[src/rtl/mii_net_pkg.sv]
// -----------------------------------------------------------------------------
// mii_net_pkg
// Shared definitions for the MII receive path.
//   rx_state_e     : framer FSM states
//   CRC32_*        : reflected Ethernet CRC-32 constants
//   PRE_NIB/SFD_NIB: preamble and start-of-frame nibble values
// -----------------------------------------------------------------------------
`timescale 1ns/1ps
package mii_net_pkg;

  typedef enum logic [1:0] {
    ST_IDLE     = 2'd0,
    ST_PREAMBLE = 2'd1,
    ST_DATA     = 2'd2,
    ST_DROP     = 2'd3
  } rx_state_e;

  localparam logic [31:0] CRC32_POLY    = 32'hEDB8_8320;
  localparam logic [31:0] CRC32_INIT    = 32'hFFFF_FFFF;
  // Register value left after running the CRC over data plus a correct FCS.
  localparam logic [31:0] CRC32_RESIDUE = 32'hDEBB_20E3;

  localparam logic [3:0] PRE_NIB = 4'h5;
  localparam logic [3:0] SFD_NIB = 4'hD;

endpackage

[src/rtl/crc32_d8.sv]
// -----------------------------------------------------------------------------
// crc32_d8
// Combinational next-state of the reflected CRC-32 for one byte, LSB first.
// Ports:
//   crc_i  [31:0] : current CRC register
//   byte_i [7:0]  : data byte
//   crc_o  [31:0] : CRC register after absorbing byte_i
// -----------------------------------------------------------------------------
`timescale 1ns/1ps
module crc32_d8
  import mii_net_pkg::*;
(
  input  logic [31:0] crc_i,
  input  logic [7:0]  byte_i,
  output logic [31:0] crc_o
);

  logic [31:0] c;

  // The byte is folded into the low bits up front; eight shift steps then
  // process it one bit at a time, LSB first.
  always_comb begin
    c = crc_i ^ {24'h0, byte_i};
    for (int i = 0; i < 8; i++) begin
      c = c[0] ? ((c >> 1) ^ CRC32_POLY) : (c >> 1);
    end
    crc_o = c;
  end

endmodule

[src/rtl/mii_rx_frame.sv]
// -----------------------------------------------------------------------------
// mii_rx_frame
// MII receive framer: strips preamble/SFD, assembles nibbles into bytes,
// checks length and FCS, and reports per-frame status plus statistics.
// Ports:
//   enet_rx_clk        : PHY receive clock (rising edge)
//   i_reset            : synchronous active-high reset
//   enet_rx_dv         : MII receive data valid
//   enet_rx_data [3:0] : MII nibble, low nibble of each byte first
//   o_data [7:0]       : received byte, valid with o_valid
//   o_valid            : one-cycle byte strobe
//   o_sof              : first byte of a frame (with o_valid)
//   o_eof              : one-cycle end-of-frame strobe
//   o_good             : frame verdict, qualified by o_eof
//   o_len [10:0]       : frame byte count incl. FCS, qualified by o_eof
//   o_frame_count[31:0]: good frames, wrapping
//   o_err_count [15:0] : bad frames plus preamble errors, saturating
// -----------------------------------------------------------------------------
`timescale 1ns/1ps
module mii_rx_frame
  import mii_net_pkg::*;
#(
  parameter int MIN_LEN = 64,
  parameter int MAX_LEN = 1518
)(
  input  logic        enet_rx_clk,
  input  logic        i_reset,
  input  logic        enet_rx_dv,
  input  logic [3:0]  enet_rx_data,
  output logic [7:0]  o_data,
  output logic        o_valid,
  output logic        o_sof,
  output logic        o_eof,
  output logic        o_good,
  output logic [10:0] o_len,
  output logic [31:0] o_frame_count,
  output logic [15:0] o_err_count
);

  localparam logic [10:0] MIN_L = 11'(MIN_LEN);
  localparam logic [10:0] MAX_L = 11'(MAX_LEN);

  rx_state_e   state_q, state_d;
  logic [3:0]  lo_nib_q, lo_nib_d;
  logic        phase_q, phase_d;   // 1: a low nibble is held, waiting for its high nibble
  logic        first_q, first_d;   // next byte assembled is the first of the frame
  logic [31:0] crc_q, crc_d, crc_next;
  logic [10:0] len_q, len_d;
  logic [7:0]  data_q, data_d;
  logic        valid_q, valid_d;
  logic        sof_q, sof_d;
  logic        eof_q, eof_d;
  logic        good_q, good_d;
  logic [31:0] frame_cnt_q, frame_cnt_d;
  logic [15:0] err_cnt_q, err_cnt_d;
  logic        drop_err;

  function automatic logic [10:0] sat_inc11(input logic [10:0] v);
    return (v == 11'h7FF) ? v : v + 11'd1;
  endfunction

  function automatic logic [15:0] sat_add16(input logic [15:0] v, input logic [1:0] inc);
    logic [16:0] s;
    s = {1'b0, v} + {15'h0, inc};
    return s[16] ? 16'hFFFF : s[15:0];
  endfunction

  crc32_d8 u_crc (
    .crc_i  (crc_q),
    .byte_i ({enet_rx_data, lo_nib_q}),
    .crc_o  (crc_next)
  );

  // ---- next-state / output decode ----
  always_comb begin
    state_d  = state_q;
    lo_nib_d = lo_nib_q;
    phase_d  = phase_q;
    first_d  = first_q;
    crc_d    = crc_q;
    len_d    = len_q;
    data_d   = data_q;
    valid_d  = 1'b0;
    sof_d    = 1'b0;
    eof_d    = 1'b0;
    good_d   = 1'b0;
    drop_err = 1'b0;

    case (state_q)
      ST_IDLE: begin
        if (enet_rx_dv) begin
          if (enet_rx_data == PRE_NIB) begin
            state_d = ST_PREAMBLE;
          end else begin
            state_d  = ST_DROP;
            drop_err = 1'b1;
          end
        end
      end

      ST_PREAMBLE: begin
        if (!enet_rx_dv) begin
          state_d = ST_IDLE;
        end else if (enet_rx_data == SFD_NIB) begin
          state_d = ST_DATA;
          crc_d   = CRC32_INIT;
          len_d   = 11'd0;
          phase_d = 1'b0;
          first_d = 1'b1;
        end else if (enet_rx_data != PRE_NIB) begin
          state_d  = ST_DROP;
          drop_err = 1'b1;
        end
      end

      ST_DATA: begin
        if (!enet_rx_dv) begin
          // A held low nibble here means the frame ended mid-byte.
          state_d = ST_IDLE;
          eof_d   = 1'b1;
          good_d  = (crc_q == CRC32_RESIDUE) && (len_q >= MIN_L) &&
                    (len_q <= MAX_L) && !phase_q;
        end else if (!phase_q) begin
          lo_nib_d = enet_rx_data;
          phase_d  = 1'b1;
        end else begin
          data_d  = {enet_rx_data, lo_nib_q};
          valid_d = 1'b1;
          sof_d   = first_q;
          first_d = 1'b0;
          crc_d   = crc_next;
          len_d   = sat_inc11(len_q);
          phase_d = 1'b0;
        end
      end

      ST_DROP: begin
        if (!enet_rx_dv) state_d = ST_IDLE;
      end

      default: state_d = ST_DROP;
    endcase

    // An eof verdict and a fresh preamble error can land on the same edge.
    frame_cnt_d = frame_cnt_q + {31'h0, eof_q & good_q};
    err_cnt_d   = sat_add16(err_cnt_q,
                            {1'b0, eof_q & ~good_q} + {1'b0, drop_err});
  end

  // ---- registers ----
  always_ff @(posedge enet_rx_clk) begin
    if (i_reset) begin
      state_q     <= ST_DROP;
      lo_nib_q    <= 4'h0;
      phase_q     <= 1'b0;
      first_q     <= 1'b0;
      crc_q       <= CRC32_INIT;
      len_q       <= 11'd0;
      data_q      <= 8'h00;
      valid_q     <= 1'b0;
      sof_q       <= 1'b0;
      eof_q       <= 1'b0;
      good_q      <= 1'b0;
      frame_cnt_q <= 32'h0;
      err_cnt_q   <= 16'h0;
    end else begin
      state_q     <= state_d;
      lo_nib_q    <= lo_nib_d;
      phase_q     <= phase_d;
      first_q     <= first_d;
      crc_q       <= crc_d;
      len_q       <= len_d;
      data_q      <= data_d;
      valid_q     <= valid_d;
      sof_q       <= sof_d;
      eof_q       <= eof_d;
      good_q      <= good_d;
      frame_cnt_q <= frame_cnt_d;
      err_cnt_q   <= err_cnt_d;
    end
  end

  assign o_data        = data_q;
  assign o_valid       = valid_q;
  assign o_sof         = sof_q;
  assign o_eof         = eof_q;
  assign o_good        = good_q;
  assign o_len         = len_q;
  assign o_frame_count = frame_cnt_q;
  assign o_err_count   = err_cnt_q;

endmodule

[config.mk]
export PLATFORM = sky130hd
export DESIGN_NAME = mii_rx_frame
export DESIGN_NICKNAME = d
export VERILOG_FILES = /design/src/rtl/mii_net_pkg.sv /design/src/rtl/crc32_d8.sv /design/src/rtl/mii_rx_frame.sv
export SDC_FILE = /design/constraint.sdc
export NUM_CORES = 1
export LEC_CHECK = 0
export CAP_MARGIN = 10
export CORE_MARGIN = 5
export CORE_UTILIZATION = 30
export CTS_BUF_LIST = sky130_fd_sc_hd__clkbuf_16
export CTS_CLUSTER_SIZE = 30
export DETAILED_ROUTE_END_ITERATION = 6
export SYNTH_ARGS = -nofsm -noshare
export SYNTH_HDL_FRONTEND = slang
export SYNTH_SLANG_ARGS = --single-unit
[constraint.sdc]
create_clock -name enet_rx_clk -period 3.6 [get_ports enet_rx_clk]
set_input_delay 1.08 -clock enet_rx_clk [delete_from_list [all_inputs] [get_ports enet_rx_clk]]
set_output_delay 1.08 -clock enet_rx_clk [all_outputs]
set_load 0.03 [all_outputs]
## Yosys cells after proc, flatten, opt, wreduce, memory -nomap -nowiden

Cells that the tools add are included.

| operators by class | value |
|---|---|
| add/sub/neg operators | 4 |
| $lt $le $gt $ge | 2 |
| equality and inequality tests | 16 |
| mux-type cells | 45 |
| bitwise operators | 15 |
| reductions and logical operators | 17 |

Operators with widths:

| operator | number |
|---|---|
| 32-bit two-way mux | 12 |
| 13-bit inverter with 14-bit output | 8 |
| 32-bit case mux with 2 select lines | 1 |
| 11-bit two-way mux | 5 |
| 32-bit by 1-bit adder with 32-bit output | 1 |
| 32-bit equality test, second input constant | 1 |
| 32-bit by 8-bit bitwise XOR with 32-bit output | 1 |
| 11-bit case mux with 2 select lines | 1 |
| 16-bit by 2-bit adder with 17-bit output | 1 |
| 16-bit two-way mux | 1 |
| 1-bit two-way mux | 15 |
| 2-bit inequality test, second input constant | 7 |
| 2-bit two-way mux | 6 |
| 11-bit by 1-bit adder with 11-bit output, second input constant | 1 |
| 11-bit equality test, second input constant | 1 |
| 11-bit by 7-bit greater-or-equal comparator with 1-bit output, second input constant | 1 |
| 11-bit less-or-equal comparator, second input constant | 1 |
| 3-bit AND reduction | 3 |
| 1-bit case mux with 2 select lines | 3 |
| 2-bit case mux with 3 select lines | 1 |
| 6-bit AND reduction | 1 |
| 3-bit OR reduction | 2 |
| 5-bit AND reduction | 1 |
| 2-bit equality test, second input constant | 2 |
| other kinds (15) | 22 |

| storage, ports and cells | value |
|---|---|
| bits in registers | 111 |
| input port bits | 7 |
| output and inout bits | 71 |

## Logic depth before layout (Yosys ltp)

Gate-level depths: netlist (run 1).

| logic depth | value |
|---|---|
| depth in word-level cells | 20 |
| mapped depth | 10 |
| mapped depth without buffers | 10 |

## Hierarchy

A second synthesis (run 1) with hierarchy kept.

| second synthesis, totals | value |
|---|---|
| cell total of the unflattened synthesis | 635 |
| area total of the unflattened synthesis | 5873.1 sq um |

Modules (own cells, without submodules):

| module | instances | cells each | area an instance (sq um) | sequential area each (sq um) |
|---|---|---|---|---|
| mii_rx_frame | 1 | 569 | 4912.2 | 2222.1 |
| crc32_d8 | 1 | 66 | 960.9 | 0.0 |

## Least setup slack after synthesis (run 1)

OpenSTA, ideal clock, no wires.

| timing | value |
|---|---|
| kind | input -> register |
| start | input port enet_rx_dv |
| end | register err_cnt_q[10], in the netlist o_err_count[10] |
| arrival time | 2863 ps |
| data required time | 3530 ps |
| path slack | 667 ps |
| stages | 10 |
| buffers on the path | 2 |
| cell sequence | buf_2 > nand2b_1 > a21oi_1 > fa_1 > ha_1 > and3_1 > nand2_1 > or3_1 > clkbuf_1 > a21oi_1 |

| on the way | value |
|---|---|
| word-level cells in the longest chain between the ends | 5 |
| elaborated cells between the ends (all ways) | 6 |
| those cells by class | 2 x add/sub; 4 x mux |

RTL lines:

| what | line | source |
|---|---|---|
| start, declared | mii_rx_frame.sv:28 | `input logic enet_rx_dv,` |
| 1-bit two-way mux (on tied branches) | mii_rx_frame.sv:102, mii_rx_frame.sv:91 |  |
| 1-bit case mux with 2 select lines (*) | mii_rx_frame.sv:89 | `case (state_q)` |
| 1-bit by 1-bit adder with 2-bit output (*) | mii_rx_frame.sv:147 | `{1'b0, eof_q & ~good_q} + {1'b0, drop_err});` |
| 16-bit by 2-bit adder with 17-bit output (*) | mii_rx_frame.sv:64 | `s = {1'b0, v} + {15'h0, inc};` |
| 16-bit two-way mux (*) | mii_rx_frame.sv:65 | `return s[16] ? 16'hFFFF : s[15:0];` |
| end signal, assigned | mii_rx_frame.sv:179 | `err_cnt_q <= err_cnt_d;` |
| end, declared | mii_rx_frame.sv:55 | `logic [15:0] err_cnt_q, err_cnt_d;` |

Every way passes the cells marked *; elsewhere a longest branch is shown, timed or not.
A chain may end at the register's enable or synchronous reset.

## Worst setup path in the final report (run 1)

| timing | value |
|---|---|
| start | input port enet_rx_dv |
| end | register err_cnt_q[1], in the netlist o_err_count[1] |

The elaborated chain is that of the path after synthesis.

==> out/metrics.sh, run 1 <==
SYNTHDISTINCTLIBCELLS=52
LAYOUT.CELLS.NON_FILLER=897
DIE_HEIGHT_UM=143
ANTENNA_CELLS_INSERTED=0
FINAL.SETUP_SKEW_PS=7.62
POWER-PER-CELL-AREA_mW_PER_MM2=368
TOTAL_POWER_mW=2.46
FINAL.HOLD.WORST_SLACK_PS=460
CLOCK_TREE.BUFFER_DEPTH=2
TIMING.FMAX_MHz=325
POST-ROUTE-MIN-PERIOD_PS=3080
CTS.REPAIR_TIMING.SETUP_BUFFER_COUNT=0
NUM_VIAS=4191
WORST-ENDPOINT-ARRIVAL_PS=3370
PLACE_AREA_MM2=0.00642
SWITCHING_POWER_uW=635
GRT_MAX_DEGREE=78
SETUP.WORST_PATH.START_CLASS='input pin'
CLKSLEWWORSTSETUPHOLDPATHS_PS=70
POST_SYNTH_INSTANCE_AREA_MM2=0.00531
SYN_NETS=596
SETUP_TOTAL_NEGATIVE_SLACK_PS=0
SETUP-VIOLATIONS-FINAL=0
NETS=680
GP_CONGESTION=0.829
POWER_LEAKAGE_nW=2.34
WORST_EP_REQUIRED_TIME_PS=3890
DRV_SLEW=0
POWER_FRAC_SEQ=0.506
FINAL-HOLD-VIOLATION-COUNT=0
CTS_TREE='yes'
POST_SYNTH_MOST_FREQUENT_CELLS='sky130_fd_sc_hd__dfxtp_1 (111), sky130_fd_sc_hd__nor2_1 (75), sky130_fd_sc_hd__xnor2_1 (59), sky130_fd_sc_hd__nand2_1 (53), sky130_fd_sc_hd__xor2_1 (43)'
TRITONCTS_NUM_SINKS=111
CELL_INTERNAL_PWR_mW=1.83
CORE.ROWCOUNT=48
HOLD_PATH.CLASS='reg2reg'
POST-SYNTH-TOP-COUNT-CELL='sky130_fd_sc_hd__dfxtp_1'
TIMING.SETUP.CRITICAL_PATH_CLASS='in2reg'
NETLIST.TOP_CELL.BY_AREA='sky130_fd_sc_hd__dfxtp_1'
SYNTH.TOP_CELLS.BY_AREA='sky130_fd_sc_hd__dfxtp_1 (42%), sky130_fd_sc_hd__xnor2_1 (9.7%), sky130_fd_sc_hd__xor2_1 (7.1%), sky130_fd_sc_hd__nor2_1 (5.3%), sky130_fd_sc_hd__a21oi_1 (3.9%)'
CTS.HTREE.LEVELS=3
SW_RATIO=0.257
DP.FINAL_HPWL_UM=9570
YOSYSWARNINGS=0
GR-USAGE-ALL-LAYERS=0.132
CLOCKPOWERSHARE=0.393
VIAS_PER_CELL=4.67
DRTPASS1ITERATIONS=4
POST_ROUTE_CELLS_DRIVE_ABOVE_1_SHARE=0.0818
PLACEDCELLCOUNT=881
SLEW_HEADROOM=0.415
DRCVIOLATIONCOUNT=0
WORST_SLEW_PIN_SLEW_PS=869
NUMBER_OF_SYNTHESIZED_FLOPS_WITH_AN_ENABLE_PIN=0
WL_PER_CELL_UM=14.6
DR.FIRST_ITER.DRC_COUNT=231
CRIT_PATH_MAX_FANOUT=7
GRT_FIRST_PASS_WIRELENGTH_UM=21600
SYNTH_SEQ_AREA_SHARE=0.418
FINAL_MIN_PERIOD_OVER_CLOCK_PERIOD=0.855
TRITONCTS.NUM_BUFFERS=9
CTS.HOLD.BUFFERS_ADDED=0
AREAGROWTHSYNTHTOFINISH_PCT=26.2
FLOORPLAN.DIE.WIDTH_UM=143
POSTLAYOUTCELLAREA_MM2=0.00670
PLACE.PORT_BUFFERS=77
DP_WORST_SETUP_SLACK_PS=175
FIRST_GLOBAL_VIAS=3983
CLOCK-ROOT-BUFFER='sky130_fd_sc_hd__clkbuf_16'
SYN-INSTANCE-COUNT=583
WORST_SKEW_PAIR_LATENCY_PS=360
DESIGN.DIE.AREA_MM2=0.0205
POSTCTSRESIZEDCELLS=0
UNREPAIRED_SETUP_ENDPOINTS_AFTER_GLOBAL_ROUTING='false'
RUN_STATUS='finished clean'
TIMING.CRITICAL_PATH.TO_TYPE='register'
POSTSYNTHAREAPERCELL_UM2=9.11
CORE_OUTLINE_AREA_MM2=0.0174
SYNTH_TOP_FLOP_CELL='sky130_fd_sc_hd__dfxtp_1'
ANTENNA_FOUND_INITIAL=0
YOSYS.AREA.TOP_TYPE_SHARE=0.418
COMB_POWER_SHARE=0.101
POST-ROUTE-UTIL=0.386
WORST_IR_DROP_VDD_V=0.000262
BOUNDARYPINS=78
START_UTIL=0.306
ANT_NETS=0
LEAST_SETUP_SLACK_ACROSS_ALL_PATHS_AFTER_LAYOUT_PS=524
GRT-OVFL-TOTAL=0
MAXCAPVIOLCOUNT=0
TOTALWIRELENGTH_UM=13100
YS_SEQ_ELEMENTS=111
SYNTHARSTFLOPSHARE=0
-- cells in the final DEF (no fill, tap or decap), types with 4 or more instances in the layout --
cell type and count:
sky130_fd_sc_hd__dfxtp_1 111, sky130_fd_sc_hd__clkdlybuf4s50_1 76, sky130_fd_sc_hd__nor2_1 75, sky130_fd_sc_hd__xnor2_1 59, sky130_fd_sc_hd__nand2_1 53, sky130_fd_sc_hd__xor2_1 43, sky130_fd_sc_hd__a21oi_1 41, sky130_fd_sc_hd__nand3_1 19
sky130_fd_sc_hd__buf_4 18, sky130_fd_sc_hd__nor3_1 15, sky130_fd_sc_hd__nand2b_1 14, sky130_fd_sc_hd__and3_1 11, sky130_fd_sc_hd__nand4_1 11, sky130_fd_sc_hd__o22ai_1 11, sky130_fd_sc_hd__o21ai_1 10, sky130_fd_sc_hd__clkbuf_16 9
sky130_fd_sc_hd__inv_1 7, sky130_fd_sc_hd__xnor2_2 6, sky130_fd_sc_hd__mux2i_1 6, sky130_fd_sc_hd__and2_1 5, sky130_fd_sc_hd__o21bai_1 5, sky130_fd_sc_hd__ha_1 5, sky130_fd_sc_hd__xnor2_4 4
-- metal layers --
layer  wire, um  part of all wire  vias to the layer above  global-route usage
met5          0                 0                        -                   0
met1       6420              0.49                     1949               0.190
met4        230             0.018                        0              0.0475
met2       5780              0.44                       81               0.196
met3        662             0.051                       19              0.0281
li1           -                 -                     2142                   -
-- area by class of cell --
cell class | instances | area (um^2)
tap | 225 | 282
inverter | 7 | 26.3
fill | 1764 | 10700
clock inverter | 7 | 55.1
timing repair buffer | 96 | 921
sequential | 111 | 2220
multi-input combinational | 442 | 2970
clock buffer | 9 | 225
-- registers in the layout (all words and copies together), names as in the netlist --
name and flops:
crc_q 32, o_sof 1, o_valid 1, phase_q 1, o_good 1, o_len 11, o_data 8, o_eof 1
lo_nib_q 4, o_err_count 16, o_frame_count 32, state_q 2, first_q 1
-- critical path: stages --
cell	delay, ps
sky130_fd_sc_hd__clkdlybuf4s50_1	590
sky130_fd_sc_hd__nand2b_1	110
sky130_fd_sc_hd__a21oi_1	180
sky130_fd_sc_hd__fa_1	220
sky130_fd_sc_hd__ha_1	160
sky130_fd_sc_hd__and3_1	230
sky130_fd_sc_hd__nand2_1	110
sky130_fd_sc_hd__or3_1	380
sky130_fd_sc_hd__buf_4	180
sky130_fd_sc_hd__a21oi_1	130
-- cells by family (layout without fill, tap and decap cells) --
group	count (synthesis)	after routing	share of synthesized area
AO/OA/AOI/OAI	80	80	0.0874
XOR/XNOR	117	117	0.226
adder cells (fa/ha/maj)	6	6	0.0155
buffers and inverters	30	119	0.0224
flip-flops	111	111	0.418
multiplexers	6	6	0.0113
AND/OR/NAND/NOR	233	233	0.219
-- final timing paths --
kind         startpoint                end  slack, ps  cells past startpoint
min           o_data[0]          o_data[0]        460                      2
min reg2reg   o_data[0]          o_data[0]        460                      2
max reg2reg      o_good  o_frame_count[22]       1220                      9
max          enet_rx_dv     o_err_count[1]        520                     10
-- power by group through the flow --
stage / logic [mW] / registers, mW / clock network, mW
after floorplan: 0.181 / 1.28 / 0
after global placement: 0.249 / 1.28 / 0
after detailed placement: 0.249 / 1.28 / 0
after CTS: 0.251 / 1.25 / 1.00
after global routing: 0.270 / 1.25 / 1.04
final: 0.249 / 1.25 / 0.968
Note: power is estimated with default switching activity, not from simulation.
==> run 2, diff against run 1 <==
Settings changed: CORE_MARGIN 5 to unset, GPL_ROUTABILITY_DRIVEN set to 0.
==> run 2 against run 1 <==
Fmax about the same. Cell count grew 0.22%. Via count is 1.1% lower. Register-to-register slack improved by 60 ps. Die area fell by 11%. Critical path depth unchanged. Critical endpoint unchanged.
==> out/metrics.sh, run 2 (synthesized netlist as in run 1, its figures left out) <==
ANTENNA_CELLS_INSERTED=0  # unchanged
TRITONCTS.NUM_BUFFERS=9  # unchanged
CP_NUM_BUF_INV=2  # unchanged
CRITPATHSLOWESTCELL='sky130_fd_sc_hd__clkdlybuf4s50_1'
COMMONEST_CELLS_AFTER_ROUTING_FILL_AND_TAPS_ASIDE='sky130_fd_sc_hd__dfxtp_1 (111), sky130_fd_sc_hd__clkdlybuf4s50_1 (76), sky130_fd_sc_hd__nor2_1 (75)'
POSTCTSRESIZEDCELLS=0  # unchanged
ANT_NETS=0  # unchanged
CLKSLEWWORSTSETUPHOLDPATHS_PS=70  # about the same
WL_PER_CELL_UM=14.0  # -3.9%
GRT_FIRST_PASS_WIRELENGTH_UM=20500  # -5.0%
MAXCAPVIOLCOUNT=0  # unchanged
WORST_SLEW_PIN_SLEW_PS=847  # -22.0 ps
SLEW_HEADROOM=0.430  # +0.0148
CLOCK_TREE.BUFFER_DEPTH=2  # unchanged
ANTENNA_FOUND_INITIAL=0  # unchanged
CORE_OUTLINE_AREA_MM2=0.0173  # -0.35%
DIE_HEIGHT_UM=135  # -5.6%
CRIT_PATH_MAX_FANOUT=7  # unchanged
FIRST_GLOBAL_VIAS=3825  # -4.0%
GRT_MAX_DEGREE=43  # -45%
DESIGN.DIE.AREA_MM2=0.0182  # -11%
RUN_STATUS='finished clean'
DP.FINAL_HPWL_UM=9280  # -3.0%
FINAL.HOLD.WORST_SLACK_PS=456  # -3.72 ps
PATH_CELLS='clkdlybuf4s50_1 > nand2b_1 > a21oi_1 > fa_1 > ha_1 > and3_1 > nand2_1 > or3_1 > buf_4 > a21oi_1'
BOUNDARYPINS=78  # unchanged
AREAGROWTHSYNTHTOFINISH_PCT=26.1  # about the same
WORST_EP_REQUIRED_TIME_PS=3890  # about the same
TRITONCTS_NUM_SINKS=111  # unchanged
WORST_SKEW_PAIR_LATENCY_PS=350  # about the same
TIMING.FMAX_MHz=325  # about the same
CORE.ROWCOUNT=48  # unchanged
CLOCK-ROOT-BUFFER='sky130_fd_sc_hd__clkbuf_16'
CTS_TREE='yes'
WORST-ENDPOINT-ARRIVAL_PS=3360  # about the same
UNREPAIRED_SETUP_ENDPOINTS_AFTER_GLOBAL_ROUTING='false'
POWER_LEAKAGE_nW=2.35  # about the same
FINAL-HOLD-VIOLATION-COUNT=0  # unchanged
DR.FIRST_ITER.DRC_COUNT=263  # +14%
HOLD_PATH.CLASS='reg2reg'
FF2FF_PATH_DEPTH=9  # unchanged
DRTPASS1ITERATIONS=4  # unchanged
HOLDCRITSTARTPOINT='o_data[7]'
POST-ROUTE-MIN-PERIOD_PS=3080  # -1.01 ps
R2R-END='o_frame_count[22]'
DRCVIOLATIONCOUNT=0  # unchanged
PLACE.PORT_BUFFERS=77  # unchanged
RR_STARTPOINT='o_good'
START_UTIL=0.307  # +0.00106
FILLCELLCOUNT=1784  # +1.1%
FLOORPLAN.DIE.WIDTH_UM=135  # -5.6%
SETUP_TOTAL_NEGATIVE_SLACK_PS=0  # unchanged
NETS=682  # +0.29%
MAX_STAGE_DELAY_PS=580  # about the same
TOTALWIRELENGTH_UM=12600  # -3.6%
SETUP-VIOLATIONS-FINAL=0  # unchanged
POST_ROUTE_CELLS_DRIVE_ABOVE_1_SHARE=0.0816  # -0.000243
CRITICAL-PATH-TOP-CELL-BY-COUNT='sky130_fd_sc_hd__a21oi_1'
CTS.HTREE.LEVELS=3  # unchanged
DRV_SLEW=0  # unchanged
POWER-PER-CELL-AREA_mW_PER_MM2=360  # -2.0%
VIAS_PER_CELL=4.61  # -1.3%
HOLD_PATH_END='o_data[7]'
SETUP.WORST_PATH.START_CLASS='input pin'
TIMING.SETUP.CRITICAL_PATH_CLASS='in2reg'
REGTOREGSETUPSLACK_PS=1280  # +60 ps
GRT-OVFL-TOTAL=0  # unchanged
CTS.HOLD.BUFFERS_ADDED=0  # unchanged
MOST_COMMON_CELL_AFTER_LAYOUT_FILL_AND_TAPS_ASIDE='sky130_fd_sc_hd__dfxtp_1'
NUM_VIAS=4144  # -1.1%
WORST_HOLD_PATH.NUM_CELLS=2  # unchanged
FINAL.SETUP_SKEW_PS=9.61  # +1.99 ps
TIMING.CRITICAL_PATH.TO_TYPE='register'
CTS.REPAIR_TIMING.SETUP_BUFFER_COUNT=0  # unchanged
WORST_IR_DROP_VDD_V=0.000231  # -12%
FINAL_MIN_PERIOD_OVER_CLOCK_PERIOD=0.854  # about the same
GR-USAGE-ALL-LAYERS=0.144  # +0.0112
TIMING.CRITICAL_PATH.MAX_DELAY_FAMILY='simple AND/OR/NAND/NOR gates'
==> run 2: changes by cell type in the layout (fill, tap and decap cells not counted) <==
| cell | delta |
|---|---|
| sky130_fd_sc_hd__buf_4 | +3 |
| sky130_fd_sc_hd__clkinv_4 | +3 |
| sky130_fd_sc_hd__clkinv_1 | +2 |
| sky130_fd_sc_hd__inv_6 | -2 |
| sky130_fd_sc_hd__buf_12 | -1 |
| sky130_fd_sc_hd__clkinv_2 | -1 |
| sky130_fd_sc_hd__clkinvlp_4 | -1 |
| sky130_fd_sc_hd__inv_8 | -1 |
==> run 2: worst max path at each step <==
| stage | depth (start not counted) | start | end | slack [ps] |
|---|---|---|---|---|
| 2_1_floorplan | 10 | enet_rx_dv | o_err_count[10] | 670 |
| 3_3_place_gp | 11 | enet_rx_data[2] | o_err_count[12] | 200 |
| 3_5_place_dp | 11 | enet_rx_data[0] | o_err_count[12] | 150 |
| 4_1_cts | 11 | enet_rx_data[0] | o_err_count[12] | 530 |
| 5_1_grt | 11 | enet_rx_data[2] | o_err_count[12] | 340 |
| 6_report | 10 | enet_rx_dv | o_err_count[1] | 520 |
==> run 2: layout make-up <==
class / count / area (um^2) / share of cell area
multi-input cells: 442 / 2970 / 0.444
well taps: 225 / 282 / 0.0420
clock inverters: 7 / 47.5 / 0.00710
inverters: 7 / 26.3 / 0.00392
repair buffers: 98 / 923 / 0.138
clock buffers: 9 / 225 / 0.0336
flip-flops and latches: 111 / 2220 / 0.332
==> run 2: worst reg2reg max path, cell delays in order, from the launching register on <==
cell	delay [ps]
sky130_fd_sc_hd__dfxtp_1	390
sky130_fd_sc_hd__and2_1	150
sky130_fd_sc_hd__ha_1	220
sky130_fd_sc_hd__ha_1	250
sky130_fd_sc_hd__inv_1	70
sky130_fd_sc_hd__nor4_2	440
sky130_fd_sc_hd__nand3_1	260
sky130_fd_sc_hd__nor3_1	230
sky130_fd_sc_hd__xnor2_1	140
sky130_fd_sc_hd__nor2_1	50
==> run 2: layer usage <==
layer  vias to the layer above  part of all wire  global-route usage
met5                         -                 0                   0
met4                         0            0.0098              0.0318
met3                         8             0.050              0.0372
met2                        83              0.44               0.219
met1                      1905              0.50               0.202
li1                       2148                 -                   -
==> run 2: through the flow <==
step,instances,cell area [um^2],utilization,power [mW],setup WS (ps)
6_report,899,6700,0.387,2.41,525
5_1_grt,899,6700,0.387,2.51,340
4_1_cts,899,6700,0.387,2.44,529
3_5_place_dp,883,6420,0.371,1.52,154
3_3_place_gp,883,6420,0.371,1.52,204
2_1_floorplan,583,5310,-,1.46,667
==> run 2: where the power goes <==
| group | internal (mW) | leakage [nW] | switching, mW |
|---|---|---|---|
| clock network | 0.470 | 0.135 | 0.452 |
| logic | 0.112 | 1.31 | 0.132 |
| registers | 1.24 | 0.897 | 0.0115 |
